## config.mk

```make
export PLATFORM = sky130hd
export DESIGN_NAME = sr_chain_driver
export DESIGN_NICKNAME = d
export VERILOG_FILES = /design/src/rtl/sr_chain_driver.sv
export SDC_FILE = /design/constraint.sdc
export NUM_CORES = 1
export LEC_CHECK = 0
export ABC_AREA = 1
export BUFFER_PORTS_ARGS = -buffer_cell sky130_fd_sc_hd__buf_2
export CORE_MARGIN = 2
export CORE_UTILIZATION = 51
export CTS_CLUSTER_DIAMETER = 30
export DETAILED_ROUTE_END_ITERATION = 10
export GPL_ROUTABILITY_DRIVEN = 0
export HOLD_SLACK_MARGIN = 0.05
export PLACE_DENSITY = 0.72
export SYNTH_ARGS = -nofsm -noshare
export SYNTH_HDL_FRONTEND = slang
export SYNTH_SLANG_ARGS = --single-unit
```

## constraint.sdc

```tcl
create_clock -name sysclk -period 1.45 [get_ports sysclk]
set_clock_uncertainty 0.1 [all_clocks]
set_input_delay 0 -clock sysclk [delete_from_list [all_inputs] [get_ports sysclk]]
set_output_delay 0 -clock sysclk [all_outputs]
set_load 0.02 [all_outputs]
```

## src/rtl/sr_chain_driver.sv

```systemverilog
// Serial driver for a daisy-chained 74HC595-class shift-register string.
// Shifts a WIDTH-bit word out at a divided rate, then pulses the latch.
module sr_chain_driver #(
  parameter int WIDTH       = 8,
  parameter int CLK_DIV     = 1,
  parameter bit MSB_FIRST   = 1'b0,
  parameter bit AUTO_UPDATE = 1'b1
) (
  input  logic             sysclk,
  input  logic             reset,
  input  logic [WIDTH-1:0] din,
  input  logic             load,
  output logic             ready,
  output logic             busy,
  output logic             done,
  output logic             shift,
  output logic             latch,
  output logic             data
);

  localparam int BW = $clog2(WIDTH);
  localparam int DW = (CLK_DIV > 1) ? $clog2(CLK_DIV) : 1;
  localparam logic [DW-1:0] DIV_LAST = DW'(CLK_DIV - 1);
  localparam logic [BW-1:0] BIT_LAST = BW'(WIDTH - 1);

  typedef enum logic [1:0] {
    IDLE,
    SETUP,
    CLOCK,
    LATCH
  } state_t;

  state_t           state_q, state_d;
  logic [DW-1:0]    div_cnt_q, div_cnt_d;
  logic [BW-1:0]    bit_cnt_q, bit_cnt_d;
  logic [BW-1:0]    bit_nxt;
  logic [WIDTH-1:0] shadow_q, shadow_d;
  logic [WIDTH-1:0] last_sent_q, last_sent_d;
  logic [WIDTH-1:0] shadow_ord;
  logic             shift_q, shift_d;
  logic             latch_q, latch_d;
  logic             data_q, data_d;
  logic             done_q, done_d;
  logic             busy_q, busy_d;
  logic             tick;
  logic             start;
  logic             first_bit;

  // Transmission order, so bit_cnt always indexes the next bit to send
  always_comb begin
    shadow_ord = '0;
    for (int i = 0; i < WIDTH; i++) begin
      shadow_ord[i] = MSB_FIRST ? shadow_q[WIDTH-1-i] : shadow_q[i];
    end
  end

  assign tick      = (div_cnt_q == DIV_LAST);
  assign bit_nxt   = bit_cnt_q + 1'b1;
  assign first_bit = MSB_FIRST ? din[WIDTH-1] : din[0];
  assign start     = load || (AUTO_UPDATE && (din != last_sent_q));

  always_comb begin
    state_d     = state_q;
    div_cnt_d   = div_cnt_q;
    bit_cnt_d   = bit_cnt_q;
    shadow_d    = shadow_q;
    last_sent_d = last_sent_q;
    shift_d     = shift_q;
    latch_d     = latch_q;
    data_d      = data_q;
    busy_d      = busy_q;
    done_d      = 1'b0;
    unique case (state_q)
      IDLE: begin
        if (start) begin
          shadow_d  = din;
          bit_cnt_d = '0;
          div_cnt_d = '0;
          data_d    = first_bit;
          shift_d   = 1'b0;
          busy_d    = 1'b1;
          state_d   = SETUP;
        end
      end
      SETUP: begin
        if (tick) begin
          div_cnt_d = '0;
          shift_d   = 1'b1;
          state_d   = CLOCK;
        end else begin
          div_cnt_d = div_cnt_q + 1'b1;
        end
      end
      CLOCK: begin
        if (tick) begin
          div_cnt_d = '0;
          shift_d   = 1'b0;
          if (bit_cnt_q == BIT_LAST) begin
            latch_d = 1'b1;
            done_d  = (CLK_DIV == 1);
            state_d = LATCH;
          end else begin
            bit_cnt_d = bit_nxt;
            data_d    = shadow_ord[bit_nxt];
            state_d   = SETUP;
          end
        end else begin
          div_cnt_d = div_cnt_q + 1'b1;
        end
      end
      LATCH: begin
        if (tick) begin
          div_cnt_d   = '0;
          latch_d     = 1'b0;
          last_sent_d = shadow_q;
          busy_d      = 1'b0;
          state_d     = IDLE;
        end else begin
          div_cnt_d = div_cnt_q + 1'b1;
          done_d    = ((div_cnt_q + 1'b1) == DIV_LAST);
        end
      end
      default: state_d = IDLE;
    endcase
  end

  always_ff @(posedge sysclk or posedge reset) begin
    if (reset) begin
      state_q     <= IDLE;
      div_cnt_q   <= '0;
      bit_cnt_q   <= '0;
      shadow_q    <= '0;
      last_sent_q <= '1;
      shift_q     <= 1'b0;
      latch_q     <= 1'b0;
      data_q      <= 1'b0;
      done_q      <= 1'b0;
      busy_q      <= 1'b0;
    end else begin
      state_q     <= state_d;
      div_cnt_q   <= div_cnt_d;
      bit_cnt_q   <= bit_cnt_d;
      shadow_q    <= shadow_d;
      last_sent_q <= last_sent_d;
      shift_q     <= shift_d;
      latch_q     <= latch_d;
      data_q      <= data_d;
      done_q      <= done_d;
      busy_q      <= busy_d;
    end
  end

  assign ready = ~busy_q;
  assign busy  = busy_q;
  assign done  = done_q;
  assign shift = shift_q;
  assign latch = latch_q;
  assign data  = data_q;

endmodule
```

Yosys cells after proc, flatten, opt, wreduce, memory -nomap -nowiden
Cells that the tools add are included.
{"block": "op_classes", "add_sub_neg": 2, "order_cmp": 1, "n_eq_ne": 11, "muxes": 31, "bitwise_logic": 3, "n_reduce_logical": 14}
{"cell": "AND reduction 4 bit", "n": 4}
{"cell": "two-way mux 1 bit", "n": 14}
{"cell": "!= test 2 bit (second input constant)", "n": 6}
{"cell": "two-way mux 2 bit", "n": 5}
{"cell": "one-hot mux 1 bit (2 select lines)", "n": 5}
{"cell": "two-way mux 3 bit", "n": 3}
{"cell": "!= test 8 bit", "n": 1}
{"cell": "one-hot mux 2 bit (4 select lines)", "n": 1}
{"cell": "one-hot mux 3 bit (2 select lines)", "n": 1}
{"cell": "nonzero test 2 bit", "n": 3}
{"cell": "== test 2 bit (second input constant)", "n": 2}
{"cell": "less-than comparator 3 x 4 -> 1 bit (second input constant)", "n": 1}
{"cell": "AND reduction 2 bit", "n": 2}
{"cell": "adder 3 x 1 -> 3 bit (second input constant)", "n": 1}
{"cell": "binary-select mux 1 bit (select 3 bit)", "n": 1}
{"cell": "== test 3 bit (second input constant)", "n": 1}
{"cell": "NOT 1 bit", "n": 3}
{"cell": "one-hot mux 1 bit (3 select lines)", "n": 1}
{"cell": "AND reduction 3 bit", "n": 1}
{"cell": "nonzero test 3 bit", "n": 1}
{"cell": "OR reduction 3 bit", "n": 1}
{"cell": "== test 2 x 1 -> 1 bit (second input constant)", "n": 1}
{"cell": "logical NOT 2 bit", "n": 1}
{"cell": "adder 1 bit (second input constant)", "n": 1}
{"cell": "logical OR 1 bit", "n": 1}
{"block": "totals", "ff_bits": 27, "output_inout_bits": 6, "wordCells": 72}

Depth between registers and ports, before layout
{"block": "logic_depth", "word_depth": 6, "ltp_mapped": 11}

Least setup slack after synthesis
OpenSTA, ideal clock, no wires.
{"block": "synth_path", "path_type": "flip-flop to flip-flop", "start": "register bit_cnt_q[0]", "end": "register data_q, in the netlist data", "arrival_time_ns": 1.367, "path_slack_ns": -0.134, "stages_incl_launch_ff": 9, "path_buffers": 0, "cell_sequence": "dfrtp_1 ha_1 ha_1 nand2_1 inv_1 nor2_1 nand2_1 nand2_1 nand2_1"}
{"block": "synth_via", "elab_chain_cells": 6, "elab_cells_between_ends": 9}
{"element": "from (decl)", "line_no": "35", "text": "logic [BW-1:0] bit_cnt_q, bit_cnt_d;"}
{"element": "from (signal assigned)", "line_no": "142", "text": "bit_cnt_q <= bit_cnt_d;"}
{"element": "adder 3 x 1 -> 3 bit", "line_no": "58", "text": "assign bit_nxt = bit_cnt_q + 1'b1;"}
{"element": "binary-select mux 1 bit (select 3 bit)", "line_no": "104", "text": "data_d = shadow_ord[bit_nxt];"}
{"element": "two-way mux 1 bit (implied by the code)", "line_no": "104"}
{"element": "two-way mux 1 bit", "line_no": "98", "text": "if (bit_cnt_q == BIT_LAST) begin"}
{"element": "two-way mux 1 bit", "line_no": "95", "text": "if (tick) begin"}
{"element": "one-hot mux 1 bit (2 select lines)", "line_no": "73", "text": "unique case (state_q)"}
{"element": "to (signal assigned)", "line_no": "147", "text": "data_q <= data_d;"}
{"element": "to (decl)", "line_no": "42", "text": "logic data_q, data_d;"}
Parallel ways exist; a longest one is shown, timed or not. The select of a mux whose other input is x is not followed.
A chain may end at the register's enable or synchronous reset.

Final worst setup path
{"block": "layout_path", "start": "register last_sent_q[3]", "end": "register busy_q, in the netlist busy"}
{"block": "layout_via", "elab_chain_cells": 4}
{"element": "from (decl)", "line_no": "38", "text": "logic [WIDTH-1:0] last_sent_q, last_sent_d;"}
{"element": "from (signal assigned)", "line_no": "144", "text": "last_sent_q <= last_sent_d;"}
{"element": "!= test 8 bit", "line_no": "60", "text": "assign start = load || (AUTO_UPDATE && (din != last_sent_q));"}
{"element": "logical OR 1 bit", "line_no": "60"}
{"element": "!= test 2 bit (no source line)"}
{"element": "AND reduction 3 bit (no source line)"}
{"element": "to (signal assigned)", "line_no": "149", "text": "busy_q <= busy_d;"}
{"element": "to (decl)", "line_no": "44", "text": "logic busy_q, busy_d;"}
Every way passes these cells.

==> results_dict.tcl <==
set metrics [dict create \
    drcViolationCount 0 \
    synth_largest_area_cell "sky130_fd_sc_hd__dfrtp_1" \
    power-per-cell-area_nw_per_um2 1853 \
    period_needed_ns 1.692 \
    timing.critical_path.mode_cell "sky130_fd_sc_hd__nand2_1" \
    standard_cell_area_after_detailed_placement_sq_um 1584 \
    layout.nets 240 \
    hold_viol_final 0 \
    initial_core_util_pct 54.61 \
    floorplan.die_area_sq_um 3133 \
    ys.warnings.count 0 \
    die_height_microns 55.97 \
    crit_arrival_ns 1.82 \
    vias 1287 \
    worst-setup-path-type "reg2reg" \
    grt_pass1_wl_microns 5444 \
    post_layout_instance_area_sq_um 1916 \
    final_antenna_net_count 0 \
    grt_antenna_before_repair 0 \
    worst_slew_margin_rel_pct 77.81 \
    cts_buffers 3 \
    area_grow_syn2layout_pct 39.06 \
    core-area_sq_um 2522 \
    critical_path.max_stage_delay_ns 0.56 \
    setup_viol_count_final 16 \
    die_w_microns 55.97 \
    worst-endpoint-required_ns 1.58 \
    drt_first_iter_violations 27 \
    maxCapViolations 0 \
    worst_voltage_drop_across_the_vdd_grid_uv 1470 \
    tritoncts "built" \
    clk_root_buffer_cell "sky130_fd_sc_hd__clkbuf_4" \
    worst_path_max_delay_cell "sky130_fd_sc_hd__dfstp_2" \
    row_count 18 \
    yosys.cell_count.top_type "sky130_fd_sc_hd__nand2_1" \
    syn_nets 195 \
    critical_path_cell_by_cell "inv_2 > nand2_1 > nand2_1 > nor2_1 > nand2_2 > nor2_4 > nand2_4 > nand2_8 > nand2_1 > nand2_1 > inv_1" \
    report.final.slew_viol_count 0 \
    rsz0062_at_grt "yes" \
    grt_overflow 0 \
    insertedDiodeCount 0 \
    startpoint_type "register" \
    clock_sink_count 26 \
    fmax_mhz 591.0 \
    globalRouteTotalUtil_pct 21.55 \
    finalSetupTns_ns -3.167 \
    average_cell_area_after_synthesis_sq_um 7.783 \
    drt-pass1-iter-count 4 \
    post-dp-hpwl_microns 2126 \
    synth-seq-area-share_pct 47.96 \
    violations "negative setup slack" \
    synth_top_flop_cell "sky130_fd_sc_hd__dfrtp_1" \
    wl_per_cell_microns 12.71 \
    number_of_buffers_on_the_longest_clock_path 2 \
    min-delay-path-class "in2async" \
    port_buffers 16 \
    cpLargestDelayFamily "simple AND/OR/NAND/NOR gates" \
    via_count_of_the_first_global_routing_pass 1292 \
    synth_cell_type_count 21 \
    grt_max_degree 27 \
    critical_path_buf_inv_count 2 \
    clock_insertion_delay_worst_skew_ns 0.31 \
    power_leakage_nw 0.9787 \
    drt_wl_total_microns 3190 \
    max_slew.worst_pin.slew_ns 0.3329 \
    drive_gt1_share_pct 39.37 \
    finalWorstSetupSlack_ns -0.2421 \
    ys_async_sr_fraction_pct 100.0 \
    period_share_pct 116.7 \
    fillCellCount 173 \
    worst_hold_slack_ns 0.1620 \
    vias_per_cell 5.127 \
    post-route-util_pct 75.94 \
    htreeDepth 1 \
    synth_top_area_share_pct 32.70 \
    count_of_flip_flops_with_a_built_in_enable_after_synthesis 0 \
    crit_path_max_fanout 8 \
    floorplan.io_pins 17 \
    worst_setup_path_end_kind "register" \
    synth_top_area_cells "sky130_fd_sc_hd__dfrtp_1, sky130_fd_sc_hd__nand2_1, sky130_fd_sc_hd__dfstp_2" \
    syn_inst 177 \
    worst_setup_hold_path_clk_slew_ns 0.14 \
    syn_area_sq_um 1378 \
    outcome "finished with violations" \
    ys_seq_elements 26 \
    synth_commonest_cells "sky130_fd_sc_hd__nand2_1, sky130_fd_sc_hd__inv_1, sky130_fd_sc_hd__dfrtp_1, sky130_fd_sc_hd__o21ai_0, sky130_fd_sc_hd__nand3_1" \
]
-- worst reg2reg max path: cells and delay by family, from the launching register on --
| kind | cells | cell delay [ns] |
|---|---|---|
| simple gates | 9 | 0.86 |
| flops | 1 | 0.56 |
| buf+inv | 2 | 0.08 |
-- cells by family after synthesis --
logic type	after synthesis	synth area share, %
mux	1	0.8174
flops	26	47.96
compound gates	22	8.175
fa+ha+maj	7	6.358
xor+xnor	1	0.6359
simple gates	89	26.80
buf+inv	31	9.265
-- stage by stage --
stage / total power (W) / setup slack, ns / cells
2_1_floorplan: 0.002279 / -0.03327 / 177
3_3_place_gp: 0.002664 / -0.2031 / 231
3_5_place_dp: 0.002744 / -0.2317 / 231
4_1_cts: 0.003208 / -0.1786 / 248
5_1_grt: 0.003851 / -0.3206 / 251
6_report: 0.003550 / -0.2421 / 251
-- registers in the layout, summed over array words and instances, names as in the netlist --
name / cells
bit_cnt_q: 3
busy: 1
data: 1
done: 1
last_sent_q: 8
latch: 1
shadow_ord: 8
shift: 1
state_q: 2
-- final timing paths --
kind / from / end / slack (ns) / cells after the start
min in group sysclk: din[1] / state_q[0] / 0.22 / 9
setup reg to reg: last_sent_q[3] / busy / -0.24 / 11
hold reg to reg: last_sent_q[1] / last_sent_q[1] / 0.38 / 2
setup / recovery: last_sent_q[3] / busy / -0.24 / 11
hold / removal: reset / shift / 0.16 / 4
max in group asynchronous: reset / last_sent_q[1] / 0.78 / 4
-- layout make-up --
cell class / count / area, sq um / area share (%)
well taps: 30 / 37.54 / 1.960
clock buffers: 4 / 26.28 / 1.372
inverters: 27 / 101.3 / 5.291
repair buffers: 42 / 312.8 / 16.33
multi-input cells: 122 / 777.0 / 40.56
flip-flops and latches: 26 / 660.6 / 34.49
-- power breakdown --
part	switching [W]	total, W	internal (W)
Combinational	0.00113	0.00191	0.000787
Sequential	0.000232	0.00132	0.00109
Clock	0.000211	0.000318	0.000107
Total	0.00157	0.00355	0.00198
-- layout by cell type (no fill, tap or decap) --
cell	instances
sky130_fd_sc_hd__a21oi_1	2
sky130_fd_sc_hd__clkbuf_1	1
sky130_fd_sc_hd__buf_2	16
sky130_fd_sc_hd__nor2_4	2
sky130_fd_sc_hd__or2_2	1
sky130_fd_sc_hd__nor2_1	5
sky130_fd_sc_hd__inv_1	20
sky130_fd_sc_hd__dfrtp_1	18
sky130_fd_sc_hd__xor2_1	1
sky130_fd_sc_hd__nand3_1	9
sky130_fd_sc_hd__nand2_2	13
sky130_fd_sc_hd__nand4_1	1
sky130_fd_sc_hd__o21ai_0	7
sky130_fd_sc_hd__nand2_1	49
sky130_fd_sc_hd__dfstp_2	8
sky130_fd_sc_hd__ha_1	3
sky130_fd_sc_hd__clkbuf_4	3
sky130_fd_sc_hd__nand2_4	2
sky130_fd_sc_hd__ha_2	2
sky130_fd_sc_hd__inv_2	7
sky130_fd_sc_hd__o21ai_2	5
sky130_fd_sc_hd__nand3_4	2
sky130_fd_sc_hd__buf_12	1
sky130_fd_sc_hd__buf_4	15
sky130_fd_sc_hd__o211ai_1	1
sky130_fd_sc_hd__nand3_2	4
sky130_fd_sc_hd__nor2_2	1
sky130_fd_sc_hd__ha_4	2
sky130_fd_sc_hd__nand2_8	2
sky130_fd_sc_hd__mux2_2	1
sky130_fd_sc_hd__o21ai_1	7
sky130_fd_sc_hd__dlygate4sd3_1	10
-- repair_timing --
item | 4_1_cts | 5_1_grt
cloned | 2 | 0
gates resized for setup | 12 | 37
setup buffers | 1 | 3
pin swaps | 5 | 3
hold endpoints to repair | 36 | 0
endpoints found under the setup margin | 18 | 18
hold buffers | 10 | 0
-- per-layer routing --
layer  track usage (%)  part of all wire (%)
met1             28.64                    46
met2             37.48                    50
met3             2.326                   3.3
met4             5.442                  0.56
met5                 0                     0
No activity file was read; power rests on OpenSTA's default activity.
